==> src/rtl/lmc1992_pkg.sv <==
// Shared constants for the LMC1992 receive model: function codes, reset values,
// range limits and the gain mute threshold.
package lmc1992_pkg;

    localparam int FRAME_BITS = 11;

    localparam logic [2:0] LMC_FN_MIXER  = 3'b000;
    localparam logic [2:0] LMC_FN_BASS   = 3'b001;
    localparam logic [2:0] LMC_FN_TREBLE = 3'b010;
    localparam logic [2:0] LMC_FN_MASTER = 3'b011;
    localparam logic [2:0] LMC_FN_RIGHT  = 3'b100;
    localparam logic [2:0] LMC_FN_LEFT   = 3'b101;

    localparam logic [5:0] MASTER_MAX = 6'd40;
    localparam logic [4:0] CHAN_MAX   = 5'd20;
    localparam logic [3:0] TONE_MAX   = 4'd12;
    localparam logic [5:0] MUTE_K     = 6'd40;

    localparam logic [5:0] MASTER_RST  = 6'd40;
    localparam logic [4:0] CHAN_RST    = 5'd20;
    localparam logic [3:0] TONE_RST    = 4'd6;
    localparam logic [1:0] MIXER_RST   = 2'b01;
    localparam logic [7:0] SAMPLE_ZERO = 8'd128;

    // Clamp a wide signed intermediate to the signed 8-bit sample range.
    function automatic logic signed [7:0] sat8(input logic signed [17:0] v);
        if (v > 18'sd127)
            return 8'sh7f;
        else if (v < -18'sd128)
            return 8'sh80;
        else
            return v[7:0];
    endfunction

    function automatic logic [7:0] to_offset(input logic signed [7:0] y);
        return {~y[7], y[6:0]};
    endfunction

endpackage

==> src/rtl/lmc1992_gain_rom.sv <==
// Attenuation lookup: k in 2 dB steps to a 9-bit linear gain, 256 = 0 dB.
// Anything at or beyond the mute threshold reads as zero.
module lmc1992_gain_rom
    import lmc1992_pkg::*;
(
    input  logic [5:0] k,
    output logic [8:0] g
);

    always_comb begin
        g = 9'd0;
        if (k < MUTE_K) begin
            case (k)
                6'd0:    g = 9'd256;
                6'd1:    g = 9'd203;
                6'd2:    g = 9'd162;
                6'd3:    g = 9'd128;
                6'd4:    g = 9'd102;
                6'd5:    g = 9'd81;
                6'd6:    g = 9'd64;
                6'd7:    g = 9'd51;
                6'd8:    g = 9'd41;
                6'd9:    g = 9'd32;
                6'd10:   g = 9'd26;
                6'd11:   g = 9'd20;
                6'd12:   g = 9'd16;
                6'd13:   g = 9'd13;
                6'd14:   g = 9'd10;
                6'd15:   g = 9'd8;
                6'd16:   g = 9'd6;
                6'd17:   g = 9'd5;
                6'd18:   g = 9'd4;
                6'd19:   g = 9'd3;
                6'd20:   g = 9'd3;
                6'd21:   g = 9'd2;
                6'd22:   g = 9'd2;
                6'd23:   g = 9'd1;
                6'd24:   g = 9'd1;
                6'd25:   g = 9'd1;
                6'd26:   g = 9'd1;
                6'd27:   g = 9'd1;
                6'd28, 6'd29, 6'd30, 6'd31, 6'd32, 6'd33,
                6'd34, 6'd35, 6'd36, 6'd37, 6'd38, 6'd39,
                6'd40:   g = 9'd0;
                default: g = 9'd0;
            endcase
        end
    end

endmodule

==> src/rtl/lmc1992_rx.sv <==
// LMC1992 receive side: microwire deserialiser, command decode and a two-stage
// attenuation pipeline. Define LMC1992_MIXER_EN to build the PSG mixing path.
module lmc1992_rx
    import lmc1992_pkg::*;
#(
    parameter logic [1:0] LMC_ADDR = 2'b10
) (
    input  logic       clk,
    input  logic       reset,
    input  logic       mw_bit_en,
    input  logic       mw_mask,
    input  logic       mw_data,
    input  logic       mw_done,
    input  logic       sample_en,
    input  logic [7:0] dma_l,
    input  logic [7:0] dma_r,
    input  logic [7:0] psg,
    output logic [7:0] out_l,
    output logic [7:0] out_r,
    output logic       out_valid,
    output logic       cmd_valid,
    output logic       cmd_err,
    output logic [5:0] master_vol,
    output logic [4:0] left_vol,
    output logic [4:0] right_vol,
    output logic [3:0] bass,
    output logic [3:0] treble,
    output logic [1:0] mixer
);

    logic [10:0] shifter, shifter_nxt, frame;
    logic [4:0]  bit_cnt, cnt_nxt, frame_cnt;
    logic        done_q, done_rise, close_pend;
    logic [2:0]  fn;
    logic [5:0]  d;
    logic        frame_ok;

    always_comb begin
        shifter_nxt = shifter;
        cnt_nxt     = bit_cnt;
        if (mw_bit_en && mw_mask) begin
            shifter_nxt = {shifter[9:0], mw_data};
            if (bit_cnt != 5'd31)
                cnt_nxt = bit_cnt + 5'd1;
        end
    end

    assign done_rise = mw_done & ~done_q;

    // A bit arriving with the closing edge is folded into the captured frame.
    always_ff @(posedge clk) begin
        done_q <= mw_done;
        if (reset) begin
            shifter    <= '0;
            bit_cnt    <= '0;
            frame      <= '0;
            frame_cnt  <= '0;
            close_pend <= 1'b0;
        end else begin
            close_pend <= done_rise;
            if (done_rise) begin
                frame     <= shifter_nxt;
                frame_cnt <= cnt_nxt;
                shifter   <= '0;
                bit_cnt   <= '0;
            end else begin
                shifter <= shifter_nxt;
                bit_cnt <= cnt_nxt;
            end
        end
    end

    assign fn       = frame[8:6];
    assign d        = frame[5:0];
    assign frame_ok = (frame_cnt >= 5'(FRAME_BITS)) && (frame[10:9] == LMC_ADDR)
                      && (fn <= LMC_FN_LEFT);

    always_ff @(posedge clk) begin
        if (reset) begin
            master_vol <= MASTER_RST;
            left_vol   <= CHAN_RST;
            right_vol  <= CHAN_RST;
            bass       <= TONE_RST;
            treble     <= TONE_RST;
            mixer      <= MIXER_RST;
            cmd_valid  <= 1'b0;
            cmd_err    <= 1'b0;
        end else begin
            cmd_valid <= 1'b0;
            cmd_err   <= 1'b0;
            if (close_pend) begin
                if (!frame_ok) begin
                    cmd_err <= 1'b1;
                end else begin
                    cmd_valid <= 1'b1;
                    case (fn)
                        LMC_FN_MIXER:  mixer      <= d[1:0];
                        LMC_FN_BASS:   bass       <= (d[3:0] > TONE_MAX) ? TONE_MAX : d[3:0];
                        LMC_FN_TREBLE: treble     <= (d[3:0] > TONE_MAX) ? TONE_MAX : d[3:0];
                        LMC_FN_MASTER: master_vol <= (d > MASTER_MAX) ? MASTER_MAX : d;
                        LMC_FN_RIGHT:  right_vol  <= (d[4:0] > CHAN_MAX) ? CHAN_MAX : d[4:0];
                        LMC_FN_LEFT:   left_vol   <= (d[4:0] > CHAN_MAX) ? CHAN_MAX : d[4:0];
                        default: ;
                    endcase
                end
            end
        end
    end

    logic signed [7:0] s_l, s_r, mix_l, mix_r;

    assign s_l = $signed(dma_l ^ 8'h80);
    assign s_r = $signed(dma_r ^ 8'h80);

`ifdef LMC1992_MIXER_EN
    logic signed [7:0] p, p_add;

    assign p = $signed(psg ^ 8'h80);

    always_comb begin
        case (mixer)
            2'b00:   p_add = p >>> 2;
            2'b01:   p_add = p;
            default: p_add = 8'sd0;
        endcase
    end

    assign mix_l = sat8(18'(s_l) + 18'(p_add));
    assign mix_r = sat8(18'(s_r) + 18'(p_add));
`else
    logic unused_psg;

    assign unused_psg = ^psg;
    assign mix_l      = s_l;
    assign mix_r      = s_r;
`endif

    logic [5:0]        k_l_nxt, k_r_nxt, k_l, k_r;
    logic signed [7:0] st1_l, st1_r;
    logic              st1_valid;

    assign k_l_nxt = (MASTER_MAX - master_vol) + 6'(CHAN_MAX - left_vol);
    assign k_r_nxt = (MASTER_MAX - master_vol) + 6'(CHAN_MAX - right_vol);

    // Attenuation is frozen with the sample so later commands cannot touch it.
    always_ff @(posedge clk) begin
        if (reset) begin
            st1_valid <= 1'b0;
            st1_l     <= '0;
            st1_r     <= '0;
            k_l       <= '0;
            k_r       <= '0;
        end else begin
            st1_valid <= sample_en;
            if (sample_en) begin
                st1_l <= mix_l;
                st1_r <= mix_r;
                k_l   <= k_l_nxt;
                k_r   <= k_r_nxt;
            end
        end
    end

    logic [8:0]         g_l, g_r;
    logic signed [17:0] prod_l, prod_r, sh_l, sh_r;

    lmc1992_gain_rom u_rom_l (.k(k_l), .g(g_l));
    lmc1992_gain_rom u_rom_r (.k(k_r), .g(g_r));

    assign prod_l = 18'(st1_l) * 18'($signed({1'b0, g_l}));
    assign prod_r = 18'(st1_r) * 18'($signed({1'b0, g_r}));
    assign sh_l   = prod_l >>> 8;
    assign sh_r   = prod_r >>> 8;

    always_ff @(posedge clk) begin
        if (reset) begin
            out_valid <= 1'b0;
            out_l     <= SAMPLE_ZERO;
            out_r     <= SAMPLE_ZERO;
        end else begin
            out_valid <= st1_valid;
            if (st1_valid) begin
                out_l <= to_offset(sat8(sh_l));
                out_r <= to_offset(sat8(sh_r));
            end
        end
    end

endmodule

==> config.mk <==
export PLATFORM = sky130hd
export DESIGN_NAME = lmc1992_rx
export DESIGN_NICKNAME = d
export VERILOG_FILES = /design/src/rtl/lmc1992_pkg.sv /design/src/rtl/lmc1992_gain_rom.sv /design/src/rtl/lmc1992_rx.sv
export SDC_FILE = /design/constraint.sdc
export NUM_CORES = 1
export LEC_CHECK = 0
export ABC_AREA = 1
export BUFFER_PORTS_ARGS = -buffer_cell sky130_fd_sc_hd__buf_2
export CORE_AREA = 2 2 140 142
export DETAILED_ROUTE_END_ITERATION = 8
export DIE_AREA = 0 0 142 144
export PLACE_DENSITY = 0.7
export REMOVE_ABC_BUFFERS = 1
export SETUP_SLACK_MARGIN = 0.2
export SYNTH_ARGS = -nofsm -noshare
export SYNTH_HDL_FRONTEND = slang
export SYNTH_HIERARCHICAL = 1
export SYNTH_SLANG_ARGS = --single-unit
==> constraint.sdc <==
create_clock -name clk -period 5.9 [get_ports clk]
set_input_delay 0.59 -clock clk [delete_from_list [all_inputs] [get_ports clk]]
set_output_delay 0.59 -clock clk [all_outputs]
set_load 0.01 [all_outputs]
### After elaboration in Yosys (flattened, before gate mapping)

Memory sizes are Yosys's and may differ from the RTL's. A register that Yosys moved wholly into a read port is not among the register bits.
Index checks and enable logic that the tools add are counted.

* register bits: 108
* bits in read-only memories: 1152
* output and inout port bits: 45
* memories: 2

* $add $sub $neg: 6
* $mul: 2
* order comparisons: 11
* equal/unequal tests: 7
* muxes and demuxes: 22
* bitwise gates (word level): 7
* reduce and logical (&&, ||, !) cells: 12

Memories
* (no name shown): depth 64, width 9, rd ports 1, clocked after memory_dff 1, write ports 0, RTL line lmc1992_gain_rom.sv:13 `case (k)`
* (no name shown): depth 64, width 9, rd ports 1, clocked after memory_dff 1, write ports 0, RTL line lmc1992_gain_rom.sv:13

Operators with widths (count)
* $mux 8: 8
* $mul 8x10->18: 2
* $mux 6: 5
* $gt 10x8->1 const B: 2
* $lt 10x8->1 const B: 2
* $mux 9: 2
* $reduce_and 3->1: 6
* $mux 5: 3
* $add 6x6->6: 2
* $lt 6x6->1 const B: 2
* $sub 5x5->6 const A: 2
* $mux 11: 1
* $eq 3x2->1 const B: 2
* $eq 3x3->1 const B: 2
* $gt 6x6->1 const B: 1
* $not 1->1: 6
* $sub 6x6->6 const A: 1
* $add 5x1->5 const B: 1
* $ge 5x4->1 const B: 1
* $gt 5x5->1 const B: 1
* $ne 5x5->1 const B: 1
* $gt 4x4->1 const B: 1
* $mux 4: 1
* $reduce_or 2->1: 2
* 7 further kinds: 10

### Depth between registers and ports, before layout

Gate-level depths: netlist (run 1).

* depth after elaboration: 9
* depth in mapped cells: 33

### Hierarchy

Netlist (run 1), hierarchy kept.

Modules (own cells, without submodules)
* lmc1992_rx: times used 1, cells an instance 1319, area an instance 9594.2 um^2, sequential area each 2162.1 um^2
* lmc1992_gain_rom (u_rom_r): times used 1, cells an instance 65, area an instance 347.8 um^2, sequential area each 0.0 um^2
* lmc1992_gain_rom (u_rom_l): times used 1, cells an instance 64, area an instance 334.1 um^2, sequential area each 0.0 um^2

### Worst setup path after synthesis (run 1)

No wires, ideal clock.

* path kind: flip-flop to flip-flop
* start point: register k_l[0]
* end point: register out_l[0]
* arrival: 4922 ps
* data required time: 5775 ps
* slack: 854 ps
* cell stages (with the launch flop): 28
* buffers on the path: 0
* cells stage by stage: dfxtp_1 inv_1 ha_1 o21ai_0 nand2_1 nand2_1 nand2_1 nor2_1 inv_1 nand2_1 fa_1 fa_1 inv_1 fa_1 inv_1 fa_1 inv_1 ha_1 nand2_1 inv_1 a21oi_1 nand2_1 nand3_1 nand2_1 nand2_1 nand2_1 a21oi_4 a21oi_1

* cells in the longest elaborated chain, start to end: 8
* elaborated cells on any way between the ends: 9
* those cells by class: mul (1); order compare (3); mux (5)

Ends and longest elaborated chain
* start: declaration: RTL line lmc1992_rx.sv:138 `logic [5:0] k_l_nxt, k_r_nxt, k_l, k_r;`
* start signal: assignment: RTL line lmc1992_rx.sv:158 `k_l <= k_l_nxt;`
* $lt 6x6->1 *: RTL line lmc1992_gain_rom.sv:12 `if (k < MUTE_K) begin`
* $mux 9 *: RTL line lmc1992_gain_rom.sv:12
* net g_l[0]: RTL line lmc1992_rx.sv:164 `logic [8:0] g_l, g_r;`
* $mul 8x10->18 *: RTL line lmc1992_rx.sv:170 `assign prod_l = 18'(st1_l) * 18'($signed({1'b0, g_l}));`
* $lt 10x8->1: RTL line lmc1992_pkg.sv:29 `else if (v < -18'sd128)`
* $mux 8: RTL line lmc1992_pkg.sv:29
* $mux 8 *: RTL line lmc1992_pkg.sv:27 `if (v > 18'sd127)`
* $mux 8 *: RTL line lmc1992_rx.sv:182 `if (st1_valid) begin`
* $mux 8 *: RTL line lmc1992_rx.sv:176 `if (reset) begin`
* end signal: assignment: RTL line lmc1992_rx.sv:183 `out_l <= to_offset(sat8(sh_l));`
* end: declaration: RTL line lmc1992_rx.sv:18 `output logic [7:0] out_l,`

The timed path passes the listed nets; every way through them passes the cells marked *. The select of a mux whose other input is x is not followed.
A chain may end at the register's enable or synchronous reset.

### Final worst setup path (run 1)

* start point: register k_l[2]
* end point: register out_l[6]

Same word-level chain as after synthesis.

==> results by group, run 1 <==
Status
  – Outcome: finished clean

Place
  – HPWL after DPL: 17400 um
  – DP Area: 0.0108 mm2
  – GP Congestion: between 0.9 and 1
  – IO Port Bufs: 67

Routing
  – TritonRoute pass-1 iters: 5
  – Iteration-0 DRC Markers: 406
  – Post-DR wirelength/cell: 12.9 um
  – Post-Route WL: between 20000 and 25000 um
  – DRC: 0
  – Final antenna-violating net count: 0
  – Vias per cell: 5.07
  – Routed vias: 8802

Timing
  – TNS Setup: 0 ps
  – Hold slack final: 333 ps
  – Slew Limit Fails: 0
  – Fmax: between 150 and 200 MHz
  – Fin crit share: 90.7%
  – Slew of the pin with the lowest slew margin: 870 ps
  – Post-route clock skew: roughly 13 ps
  – Worst relative slew slack: roughly two fifths
  – Setup repair after global routing missed its margin: no
  – Tmin final: 5350 ps
  – Final hold vios: 0
  – Setup violators final: 0

CTS
  – CTS clk-pin slew, worst paths: 90 ps
  – Clk buf depth: 2
  – Hold buffer count at CTS: 0
  – H-tree levels: 3
  – Latest clock arrival within the worst-skew pair: 360 ps
  – CTS tree: done
  – Clock Sink Count: 108
  – Num CTS Buffers: 9
  – Root Driver: clkbuf_16

Synth
  – Seq/Total Area, Yosys: 21.0%
  – Mapped cell area: 0.0103 mm2
  – Syn. warnings: 6
  – Post-synthesis compound-gate area fraction: 11.0%
  – Avg Cell Area, Syn: 7.10 um2
  – Adder-Cell Fraction of Synth Area: between 30% and 40%
  – Post-synthesis mux area share: 0.195%
  – Synthesized instance count: 1448
  – Post-Synth XOR/XNOR Area: 2.30%
  – Simple-Gate Fraction of Synth Area: 21.3%
  – Post-synthesis register bit count: 108
  – Distinct cell type count of the synthesized netlist: 40
  – Largest family of logic cells by synthesized area: adder cells

Worst setup path
  – Reg2reg setup slack: 550 ps
  – Worst Setup End Kind: flip-flop
  – Crit path cell chain: buf_4 > inv_1 > a21oi_1 > nand3_1 > o21ai_1 > nand2_1 > inv_1 > fa_1 > fa_1 > fa_1 > inv_1 > fa_1 > inv_1 > ha_1 > a21oi_1 > o21ai_0 > a21oi_1 > nand2_1 > nand2_1 > nand2_1 > a21oi_4 > a21oi_1
  – CP max stage delay: 550 ps
  – FF-to-FF End: out_l[6]
  – CP Max Fanout: 9
  – Worst r2r src: k_l[2]
  – Worst Path Required: 6140 ps
  – Setup crit start kind: flip-flop
  – Reg2reg path depth: 22
  – Critical path class: reg -> reg
  – Crit path arrival time: between 5000 and 6000 ps
  – Worst path slowest cell: fa_1

Global routing
  – GR Overflow Total: 0
  – Pin count of the biggest net entering global routing: 66
  – Initial antenna violation count: 1
  – First-pass GRT wire length: just under 40000 um
  – GRT Total Usage: ~23%
  – Vias in the first global route: 8566

Die
  – Die X: 142 um
  – DIE AREA: a little over 0.02 mm2
  – Core area: 0.0191 mm2
  – I/O pin count: 76
  – Starting density of the core: 53.9%
  – Die Y: 144 um
  – Row cnt: 51

Power
  – VDD IR max: 161 uV
  – Pwr dens: 184 mW/mm2
  – Pleak: approximately 6.5 nW

Cells and area
  – Area grow syn2layout: 8.79%
  – Nets: 1726
  – Finished Cell Area: 0.0112 mm2
  – Layout cells sized above 1: 9.41%

Worst hold path
  – Hold/Removal Path Class: in -> reg
  – WHS Endpoint: done_q
  – Hold depth: 1
  – Hold path start: mw_done

Job
  – Max Cap Viol: 0
-- per-layer routing --
| layer | share of wire (%) | GRT usage (%) | vias up |
|---|---|---|---|
| met4 | 2.0 | 7.79 | 0 |
| met2 | 49 | 40.9 | 155 |
| met5 | 0 | 0 | - |
| met3 | 3.1 | 2.75 | 29 |
| li1 | - | - | 4518 |
| met1 | 46 | 29.3 | 4100 |
-- cell families after synthesis --
kind of cell | after synthesis
AO/OA/AOI/OAI | 208
buffers and inverters | 364
AND/OR/NAND/NOR | 537
adder cells (fa/ha/maj) | 202
flip-flops | 108
XOR/XNOR | 27
multiplexers | 2
-- flip-flops by register name, indices dropped and copies added (netlist names), 6 cells and up --
| signal | cells |
|---|---|
| out_l | 8 |
| out_r | 8 |
| frame | 11 |
| master_vol | 6 |
| shifter | 11 |
| k_r | 6 |
| st1_r | 8 |
| k_l | 6 |
| st1_l | 8 |
-- worst max-delay path, delay by kind of cell (launching register included) --
family	cells	cell delay (ps)
adder cells (fa/ha/maj)	5	2420
buffers and inverters	5	480
AO/OA/AOI/OAI	7	1510
flip-flops	1	370
AND/OR/NAND/NOR	5	450
-- Yosys cell counts --
cell | instances | area (um2)
or2_2 | 2 | 12.5
nor3_1 | 5 | 25.0
a21oi_4 | 2 | 32.5
mux2i_1 | 2 | 20.0
buf_4 | 1 | 7.51
fa_1 | 84 | 1680
xnor2_1 | 16 | 140
nand3b_1 | 2 | 15.0
o221ai_1 | 2 | 17.5
nor2_1 | 137 | 514
nor2_2 | 2 | 12.5
a21o_1 | 3 | 22.5
dfxtp_1 | 108 | 2160
nor3_2 | 2 | 20.0
o211ai_1 | 8 | 60.1
inv_2 | 6 | 22.5
o22ai_1 | 10 | 62.6
buf_6 | 1 | 11.3
nand2_1 | 332 | 1250
or2_1 | 1 | 6.26
clkbuf_1 | 49 | 184
nor2_4 | 3 | 33.8
nand2_4 | 2 | 22.5
a21oi_1 | 84 | 420
o21ai_0 | 89 | 445
a31oi_1 | 3 | 18.8
clkinv_2 | 1 | 5.00
nand2_2 | 3 | 18.8
nand3_2 | 3 | 30.0
a211oi_1 | 4 | 30.0
xor2_1 | 11 | 96.3
a21oi_2 | 1 | 8.76
ha_1 | 118 | 1480
and2_1 | 4 | 25.0
inv_4 | 1 | 6.26
clkinv_1 | 2 | 7.51
nand3_1 | 38 | 190
o21ai_1 | 2 | 10.0
nand3_4 | 1 | 17.5
inv_1 | 303 | 1140
-- cells in the final DEF (no fill, tap or decap), types with 2 or more instances in the layout --
cell type	instances
o22ai_1	10
nor2_1	134
nand2_2	3
fa_1	84
nor3_1	5
o21ai_1	3
nor2_2	5
buf_2	67
a211oi_1	4
clkbuf_16	9
inv_6	2
ha_1	118
nand2_4	2
inv_2	9
nand2_1	332
a21o_1	3
nor3_2	2
nand3b_1	2
xnor2_1	16
or2_2	2
o211ai_1	8
o221ai_1	2
a21oi_1	83
inv_1	300
a31oi_1	3
o21ai_0	88
dfxtp_4	3
a21oi_4	2
buf_4	18
clkinv_1	2
nand3_1	38
xor2_1	11
clkinv_8	2
nand3_2	3
a21oi_2	2
mux2i_1	2
and2_1	4
nor2_4	3
dfxtp_1	104
-- through the flow --
stage	power (W)	instances	util, %	setup slack (ps)
after floorplan	0.00126	1397	-	697
after global placement	0.00142	1718	56.7	467
after detailed placement	0.00143	1718	56.7	408
after CTS	0.00207	1734	58.4	382
after global routing	0.00221	1737	58.6	207
final	0.00206	1737	58.6	550
-- power breakdown --
part / internal, W / leakage (nW) / switching [W]
clock network: 0.000307 / 0.151 / 0.000331
registers: 0.000757 / 0.885 / 0.0000397
logic: 0.000238 / 5.49 / 0.000386
-- worst max path at each step --
stage	from	to	slack, ps	cells past startpoint
finish	k_l[2]	out_l[6]	550	22
global route	k_l[2]	out_l[0]	210	22
CTS	k_l[0]	out_l[6]	380	23
detailed placement	k_l[3]	out_l[6]	410	20
global placement	k_l[5]	out_l[5]	470	20
floorplan	k_r[0]	out_r[0]	700	22
-- layout make-up --
cell class,count,area (um2)
clock inverter,7,86.3
multi-input combinational,976,6740
timing repair buffer,85,470
tap,238,298
sequential,108,2170
inverter,313,1180
clock buffer,9,225
fill,1806,7900
antenna,1,2.50
-- what timing repair did --
action,CTS,global route
buffers inserted,0,2
setup endpoints to repair,0,16
resized for setup,0,14
No activity file was read; power rests on OpenSTA's default activity.
==> run 2, diff against run 1 <==
--- a/config.mk
+++ b/config.mk
@@ -5,12 +5,13 @@
 export SDC_FILE = /design/constraint.sdc
 export NUM_CORES = 1
 export LEC_CHECK = 0
-export ABC_AREA = 1
 export BUFFER_PORTS_ARGS = -buffer_cell sky130_fd_sc_hd__buf_2
-export CORE_AREA = 2 2 140 142
+export CELL_PAD_IN_SITES_DETAIL_PLACEMENT = 1
+export CELL_PAD_IN_SITES_GLOBAL_PLACEMENT = 1
+export CORE_AREA = 2 2 147 149
 export DETAILED_ROUTE_END_ITERATION = 8
-export DIE_AREA = 0 0 142 144
-export PLACE_DENSITY = 0.7
+export DIE_AREA = 0 0 149 151
+export PLACE_DENSITY = 0.77
 export REMOVE_ABC_BUFFERS = 1
 export SETUP_SLACK_MARGIN = 0.2
 export SYNTH_ARGS = -nofsm -noshare
==> run 2 against run 1 <==
  * Clock-buffer cell count did not move
  * First-iteration DRC count fell by 42%
  * Cell area rose by 2.8%
  * Power fell by 10%
  * Critical path type unchanged
==> results by group, run 2 <==
CTS
  – Num CTS Buffers: 9 (unchanged)
  – Clock Sink Count: 108 (unchanged)
  – CTS clk-pin slew, worst paths: 90 ps (about the same)
  – Clk buf depth: 2 (unchanged)
  – H-tree levels: 3 (unchanged)
  – CTS tree: done (unchanged)
  – Latest clock arrival within the worst-skew pair: 370 ps (was 360 ps)
  – Root Driver: clkbuf_16 (unchanged)

Cells and area
  – Commonest non-fill, non-tap cell in the layout: inv_1 (was nand2_1)
  – Most frequent cells in the layout: 114 x inv_1, 101 x ha_1, 100 x nor2_1, 99 x dfxtp_1, 95 x and2_1 (was 332 x nand2_1, 300 x inv_1, 134 x nor2_1, 118 x ha_1, 104 x dfxtp_1)
  – Largest registers: frame: 11 flops, shifter: 11 flops (unchanged)
  – Final Non-Filler Cells: 1462 (was 1737)
  – Area grow syn2layout: 18.6% (was 8.79%)
  – # diodes: 0 (was 1)
  – Layout cells sized above 1: 20.5% (was 9.41%)
  – Nets: 1415 (was 1726)
  – Final Util: 55.2% (was 58.6%)
  – Finished Cell Area: 0.0115 mm2 (was 0.0112 mm2)

Place
  – Dpl cells: 1425 (was 1718)
  – IO Port Bufs: 67 (unchanged)
  – GP Congestion: 0.819 (was 0.907)
  – HPWL after DPL: 18700 um (was 17400 um)
  – DP Area: 0.0105 mm2 (was 0.0108 mm2)

Status
  – Outcome: finished clean (unchanged)

Timing
  – Tmin final: 5730 ps (was 5350 ps)
  – Post-route clock skew: 11.4 ps (was 12.8 ps)
  – Hold slack final: 364 ps (was 333 ps)
  – Fin crit share: 97.1% (was 90.7%)
  – Slew of the pin with the lowest slew margin: 1270 ps (was 870 ps)
  – Setup violators final: 0 (unchanged)
  – Setup repair after global routing missed its margin: yes (was no)
  – TNS Setup: 0 ps (unchanged)
  – Final hold vios: 0 (unchanged)
  – Fmax: 175 MHz (was 187 MHz)
  – Worst relative slew slack: 15.2% (was 41.8%)
  – Slew Limit Fails: 0 (unchanged)

Synth
  – Seq/Total Area, Yosys: 22.3% (was 21.0%)
  – Mapped cell area: 0.00969 mm2 (was 0.0103 mm2)
  – Most frequent cell after synthesis: inv_1 (was nand2_1)
  – Synthesized instance count: 1078 (was 1448)
  – Post-synth EDFFs: 0 (unchanged)
  – Largest cells by area after synthesis: dfxtp_1 22%, fa_1 17%, ha_1 15% (was dfxtp_1 21%, fa_1 16%, ha_1 14%)
  – Avg Cell Area, Syn: 8.99 um2 (was 7.10 um2)
  – Post-synth top cells: 124 x inv_1, 118 x ha_1, 108 x dfxtp_1 (was 332 x nand2_1, 303 x inv_1, 137 x nor2_1)
  – Post-synthesis register bit count: 108 (unchanged)
  – Area leader, netlist: dfxtp_1 (unchanged)
  – Main synth FF type: dfxtp_1 (unchanged)
  – Syn. warnings: 6 (unchanged)
  – Distinct cell type count of the synthesized netlist: 65 (was 40)
  – Asr flop ratio synth: 0% (unchanged)
  – Top cell type's share of synthesized area: 22.3% (was 21.0%)

Power
  – VDD IR max: 127 uV (was 161 uV)
  – Pwr dens: 161 mW/mm2 (was 184 mW/mm2)
  – Reg power frac: 42.0% (was 38.7%)
  – Share of power burned in the clock network: 34.4% (was 31.0%)
  – P_sw: 0.000601 W (was 0.000757 W)
  – Combinational power share: 23.5% (was 30.3%)
  – Sw Share: 32.5% (was 36.7%)
  – Pleak: 5.52 nW (was 6.53 nW)
  – Internal: 0.00125 W (was 0.00130 W)

Worst setup path
  – Critical path class: reg -> reg (unchanged)
  – Crit path arrival time: 6000 ps (was 5590 ps)
  – Worst Path Required: 6170 ps (was 6140 ps)
  – Setup crit start kind: flip-flop (unchanged)
  – CP max stage delay: 550 ps (about the same)
  – Worst Setup End Kind: flip-flop (unchanged)
  – Reg2reg path depth: 21 (was 22)
  – CP Max Fanout: 7 (was 9)
  – Worst path slowest cell: fa_1 (unchanged)
  – Most frequent CP cell: fa_1
  – Crit path cell chain: buf_4 > ha_1 > o31a_1 > nor3_4 > buf_4 > nor2_1 > fa_1 > fa_1 > fa_1 > inv_1 > fa_1 > inv_1 > ha_4 > nand2_1 > o211ai_1 > buf_4 > nand3_1 > and3b_1 > o211ai_1 > nand2_2 > a311oi_2 (was buf_4 > inv_1 > a21oi_1 > nand3_1 > o21ai_1 > nand2_1 > inv_1 > fa_1 > fa_1 > fa_1 > inv_1 > fa_1 > inv_1 > ha_1 > a21oi_1 > o21ai_0 > a21oi_1 > nand2_1 > nand2_1 > nand2_1 > a21oi_4 > a21oi_1)

Routing
  – Final antenna-violating net count: 0 (unchanged)
  – Post-Route WL: 25300 um (was 22400 um)
  – Iteration-0 DRC Markers: 236 (was 406)
  – Routed vias: 7701 (was 8802)
  – TritonRoute pass-1 iters: 4 (was 5)
  – Vias per cell: 5.27 (was 5.07)
  – Post-DR wirelength/cell: 17.3 um (was 12.9 um)
  – DRC: 0 (unchanged)

Die
  – Starting density of the core: 46.5% (was 53.9%)
  – Core area: 0.0208 mm2 (was 0.0191 mm2)
  – Die Y: 151 um (was 144 um)
  – Row cnt: 53 (was 51)
  – Die X: 149 um (was 142 um)
  – DIE AREA: 0.0225 mm2 (was 0.0204 mm2)
  – I/O pin count: 76 (unchanged)

Job
  – Max Cap Viol: 0 (unchanged)

Global routing
  – Pin count of the biggest net entering global routing: 45 (was 66)
  – GRT Total Usage: 22.1% (was 23.1%)
  – Vias in the first global route: 8234 (was 8566)
  – Initial antenna violation count: 0 (was 1)
  – First-pass GRT wire length: 40000 um (was 38500 um)
  – GR Overflow Total: 0 (unchanged)

Worst hold path
  – Hold/Removal Path Class: in -> reg (unchanged)
  – Hold depth: 1 (unchanged)
-- run 2: changes by cell type after synthesis, moves of 12 or more --
cell      change
a21oi_1      -47
nor2_1       -34
clkbuf_1     -29
nand2_1     -249
inv_1       -179
nand3_1      -17
nor2b_1      +12
mux2i_1      +52
o21ai_0      -53
and2_1       +95
-- run 2: path summary, 6_finish.rpt --
check	startpoint	end	slack, ps
max	k_r[0]	out_r[6]	170
min	mw_done	done_q	360
max reg2reg	k_r[0]	out_r[6]	170
min reg2reg	close_pend	cmd_err	450
-- run 2: kinds of logic (layout without fill, tap and decap cells) --
| logic type | count (synthesis) | after routing | synth area share (%) |
|---|---|---|---|
| AND/OR/NAND/NOR | 370 | 370 | 19.1 |
| AO/OA/AOI/OAI | 146 | 146 | 9.97 |
| adder cells (fa/ha/maj) | 202 | 202 | 32.6 |
| XOR/XNOR | 35 | 35 | 3.16 |
| flip-flops | 108 | 108 | 22.3 |
| buffers and inverters | 157 | 266 | 6.51 |
| multiplexers | 60 | 60 | 6.31 |
-- run 2: repair_timing --
item | in CTS | in global routing
resized for setup | 38 | 87
buffers inserted | 6 | 15
endpoints found under the setup margin | 15 | 15
pin swaps | 17 | 59
hold buffers | 0 | 0
-- run 2: power by group through the flow --
stage	clock network [W]	registers (W)	logic, W
global placement	0	0.000792	0.000369
detailed placement	0	0.000794	0.000385
global route	0.000680	0.000780	0.000494
floorplan	0	0.000789	0.000253
finish	0.000636	0.000777	0.000435
CTS	0.000655	0.000777	0.000402
-- run 2: stage by stage --
step	total power (W)	setup WS, ps
4_1_cts	0.00183	214
5_1_grt	0.00195	-152
3_3_place_gp	0.00116	26.6
2_1_floorplan	0.00104	162
3_5_place_dp	0.00118	-104
6_report	0.00185	171
-- run 2: layout make-up --
type / count / area (um2)
clock buffers: 9 / 225
flip-flops and latches: 108 / 2190
clock inverters: 7 / 93.8
multi-input cells: 813 / 7380
well taps: 275 / 344
fillers: 2425 / 9330
inverters: 126 / 485
repair buffers: 124 / 778
-- run 2: critical path, delay by kind of cell, from the launching register on --
| kind | cells | cell delay [ps] |
|---|---|---|
| AND/OR/NAND/NOR | 6 | 880 |
| AO/OA/AOI/OAI | 4 | 1110 |
| adder cells (fa/ha/maj) | 6 | 2630 |
| flip-flops | 1 | 380 |
| buffers and inverters | 5 | 620 |
-- run 2: routing by layer --
metal | vias to the layer above | GRT usage (%) | part of all wire (%)
li1 | 3761 | - | -
met1 | 3839 | 26.1 | 42
met2 | 80 | 41.4 | 53
met3 | 21 | 4.04 | 3.2
met4 | 0 | 5.67 | 1.3
met5 | - | 0 | 0
==> run 3, diff against run 2 <==
--- a/config.mk
+++ b/config.mk
@@ -8,12 +8,12 @@
 export BUFFER_PORTS_ARGS = -buffer_cell sky130_fd_sc_hd__buf_2
 export CELL_PAD_IN_SITES_DETAIL_PLACEMENT = 1
 export CELL_PAD_IN_SITES_GLOBAL_PLACEMENT = 1
-export CORE_AREA = 2 2 147 149
+export CORE_AREA = 3 3 148 150
 export DETAILED_ROUTE_END_ITERATION = 8
-export DIE_AREA = 0 0 149 151
+export DIE_AREA = 0 0 151 153
 export PLACE_DENSITY = 0.77
 export REMOVE_ABC_BUFFERS = 1
-export SETUP_SLACK_MARGIN = 0.2
+export SLEW_MARGIN = 10
 export SYNTH_ARGS = -nofsm -noshare
 export SYNTH_HDL_FRONTEND = slang
 export SYNTH_HIERARCHICAL = 1
==> run 3 against run 2 <==
  * Combinational power fell by 5.1%
  * Register-to-register slack barely moved
  * Non-clock buffer count fell by 16
  * Clock power fell by 1%
  * Global-route usage fell by 1.2 points
==> results by group, run 3 (synthesis gave the netlist of run 2 again) <==
Power
  – Pleak: 5.43 nW (was 5.52 nW)
  – VDD IR max: 130 uV (was 127 uV)
  – Pwr dens: 163 mW/mm2 (was 161 mW/mm2)

Worst setup path
  – Reg2reg path depth: 22 (was 21)
  – Crit path arrival time: 5990 ps (was 6000 ps)
  – Reg2reg setup slack: 180 ps (was 170 ps)
  – Critical Path Source: k_r[1] (was k_r[0])
  – Worst r2r src: k_r[1] (was k_r[0])
  – Setup crit start kind: flip-flop (unchanged)
  – Critical path class: reg -> reg (unchanged)
  – Worst Setup End Kind: flip-flop (unchanged)
  – FF-to-FF End: out_r[0] (was out_r[6])
  – Setup crit end: out_r[0] (was out_r[6])
  – CP Max Fanout: 8 (was 7)
  – Worst Path Required: 6170 ps (about the same)

Cells and area
  – Largest registers: frame: 11 flops, shifter: 11 flops (unchanged)
  – Nets: 1399 (was 1415)
  – # diodes: 0 (unchanged)
  – Area grow syn2layout: 14.9% (was 18.6%)
  – Final Util: 53.5% (was 55.2%)
  – Most frequent cells in the layout: 119 x inv_1, 109 x ha_1, 103 x dfxtp_1, 101 x nor2_1, 98 x and2_1 (was 114 x inv_1, 101 x ha_1, 100 x nor2_1, 99 x dfxtp_1, 95 x and2_1)
  – Layout cells sized above 1: 16.7% (was 20.5%)
  – Commonest non-fill, non-tap cell in the layout: inv_1 (unchanged)

Timing
  – Setup violators final: 0 (unchanged)
  – Final worst setup slack: 180 ps (was 171 ps)
  – TNS Setup: 0 ps (unchanged)
  – Slew Limit Fails: 0 (unchanged)
  – Post-route clock skew: 10.4 ps (was 11.4 ps)
  – Final hold vios: 0 (unchanged)
  – Worst relative slew slack: 33.0% (was 15.2%)
  – Setup repair after global routing missed its margin: yes (unchanged)
  – Fmax: 175 MHz (about the same)
  – Tmin final: 5720 ps (was 5730 ps)
  – Slew of the pin with the lowest slew margin: 1000 ps (was 1270 ps)
  – Fin crit share: 97.0% (was 97.1%)

CTS
  – Clock Sink Count: 108 (unchanged)
  – H-tree levels: 3 (unchanged)
  – Root Driver: clkbuf_16 (unchanged)
  – Latest clock arrival within the worst-skew pair: 360 ps (was 370 ps)
  – Clk buf depth: 2 (unchanged)
  – CTS clk-pin slew, worst paths: 80 ps (was 90 ps)
  – Num CTS Buffers: 9 (unchanged)
  – CTS tree: done (unchanged)

Global routing
  – Pin count of the biggest net entering global routing: 45 (unchanged)
  – First-pass GRT wire length: 39900 um (was 40000 um)
  – Vias in the first global route: 8224 (was 8234)
  – GR Overflow Total: 0 (unchanged)
  – GRT Total Usage: 21.0% (was 22.1%)
  – Initial antenna violation count: 0 (unchanged)

Job
  – Max Cap Viol: 0 (unchanged)

Routing
  – TritonRoute pass-1 iters: 5 (was 4)
  – DRC: 0 (unchanged)
  – Final antenna-violating net count: 0 (unchanged)
  – Iteration-0 DRC Markers: 239 (was 236)
  – Routed vias: 7702 (was 7701)
  – Post-Route WL: 24100 um (was 25300 um)
  – Vias per cell: 5.33 (was 5.27)
  – Post-DR wirelength/cell: 16.6 um (was 17.3 um)

Worst hold path
  – Hold/Removal Path Class: in -> reg (unchanged)

Die
  – Row cnt: 53 (unchanged)
  – Die Y: 153 um (was 151 um)
  – I/O pin count: 76 (unchanged)
  – Starting density of the core: 46.5% (unchanged)
  – Die X: 151 um (was 149 um)
  – DIE AREA: 0.0231 mm2 (was 0.0225 mm2)
  – Core area: 0.0208 mm2 (unchanged)

Place
  – GP Congestion: 0.821 (was 0.819)
  – HPWL after DPL: 18400 um (was 18700 um)
  – IO Port Bufs: 67 (unchanged)
  – Pre-CTS setup slack: -86.2 ps (was -104 ps)

Status
  – Outcome: finished clean (unchanged)
==> run 3: changes by cell type in the layout (fill, tap and decap cells not counted), sizes merged <==
cell    before  now
buf        124  108
inv        126  128
clkbuf       9   10
clkinv       7    4
==> run 3: cell type report <==
cell class	instances	area, um2
clock buffer	10	239
clock inverter	6	62.6
fill	2482	9690
inverter	126	478
multi-input combinational	813	7190
sequential	108	2170
tap	275	344
timing repair buffer	108	651
==> run 3: worst max-delay path: stages (launching register included) <==
cell and delay [ps]:
dfxtp_2 340, buf_4 150, ha_2 190, nor2b_1 140, a211o_1 270, and3_4 220, and2_1 190, fa_1 580
fa_1 460, fa_1 550, inv_1 60, fa_1 520, inv_1 50, ha_1 360, nand2_1 120, o211ai_1 200
buf_4 160, nand3_1 100, and3b_2 230, a211oi_2 210, o21ai_2 100, buf_6 180, a311oi_4 250
==> run 3: worst min path at each step <==
stage | slack (ps) | depth (start not counted) | endpoint | start
final | 380 | 1 | done_q | mw_done
after global routing | 380 | 1 | done_q | mw_done
after CTS | 360 | 1 | done_q | mw_done
after detailed placement | 440 | 2 | cmd_err | close_pend
after global placement | 430 | 2 | cmd_err | close_pend
after floorplan | 410 | 2 | cmd_err | close_pend
==> run 3: where the power goes <==
part | internal [W] | total [W] | switching, W | leakage [nW]
Clock | 0.000311 | 0.000627 | 0.000316 | 0.149
Sequential | 0.000748 | 0.000778 | 0.0000293 | 0.881
Combinational | 0.000179 | 0.000413 | 0.000234 | 4.40
Total | 0.00124 | 0.00182 | 0.000579 | 5.43
==> run 3: stage by stage <==
step	instance area, um2	hold WS [ps]	total power (W)	std cells
2_1_floorplan	9530	407	0.00104	1047
3_3_place_gp	10500	427	0.00116	1423
3_5_place_dp	10500	444	0.00118	1423
4_1_cts	10800	356	0.00182	1442
5_1_grt	11100	382	0.00192	1446
6_report	11100	381	0.00182	1446
==> run 3: per-layer routing <==
metal  global-route usage [%]  share of wire [%]  wire (um)  up-vias
met1                     26.5                 44      10500     3833
met4                     4.88                1.3        307        0
li1                         -                  -          -     3737
met5                        0                  0          0        -
met2                     37.2                 51      12400      106
met3                     3.56                3.4        826       26
==> run 3: what timing repair did <==
action | in CTS | in global routing
resized for setup | 13 | 59
hold endpoints to repair | 0 | 0
setup buffers | 3 | 5
pin swaps | 4 | 24
endpoints found under the setup margin | 7 | 15
hold buffers | 0 | 0
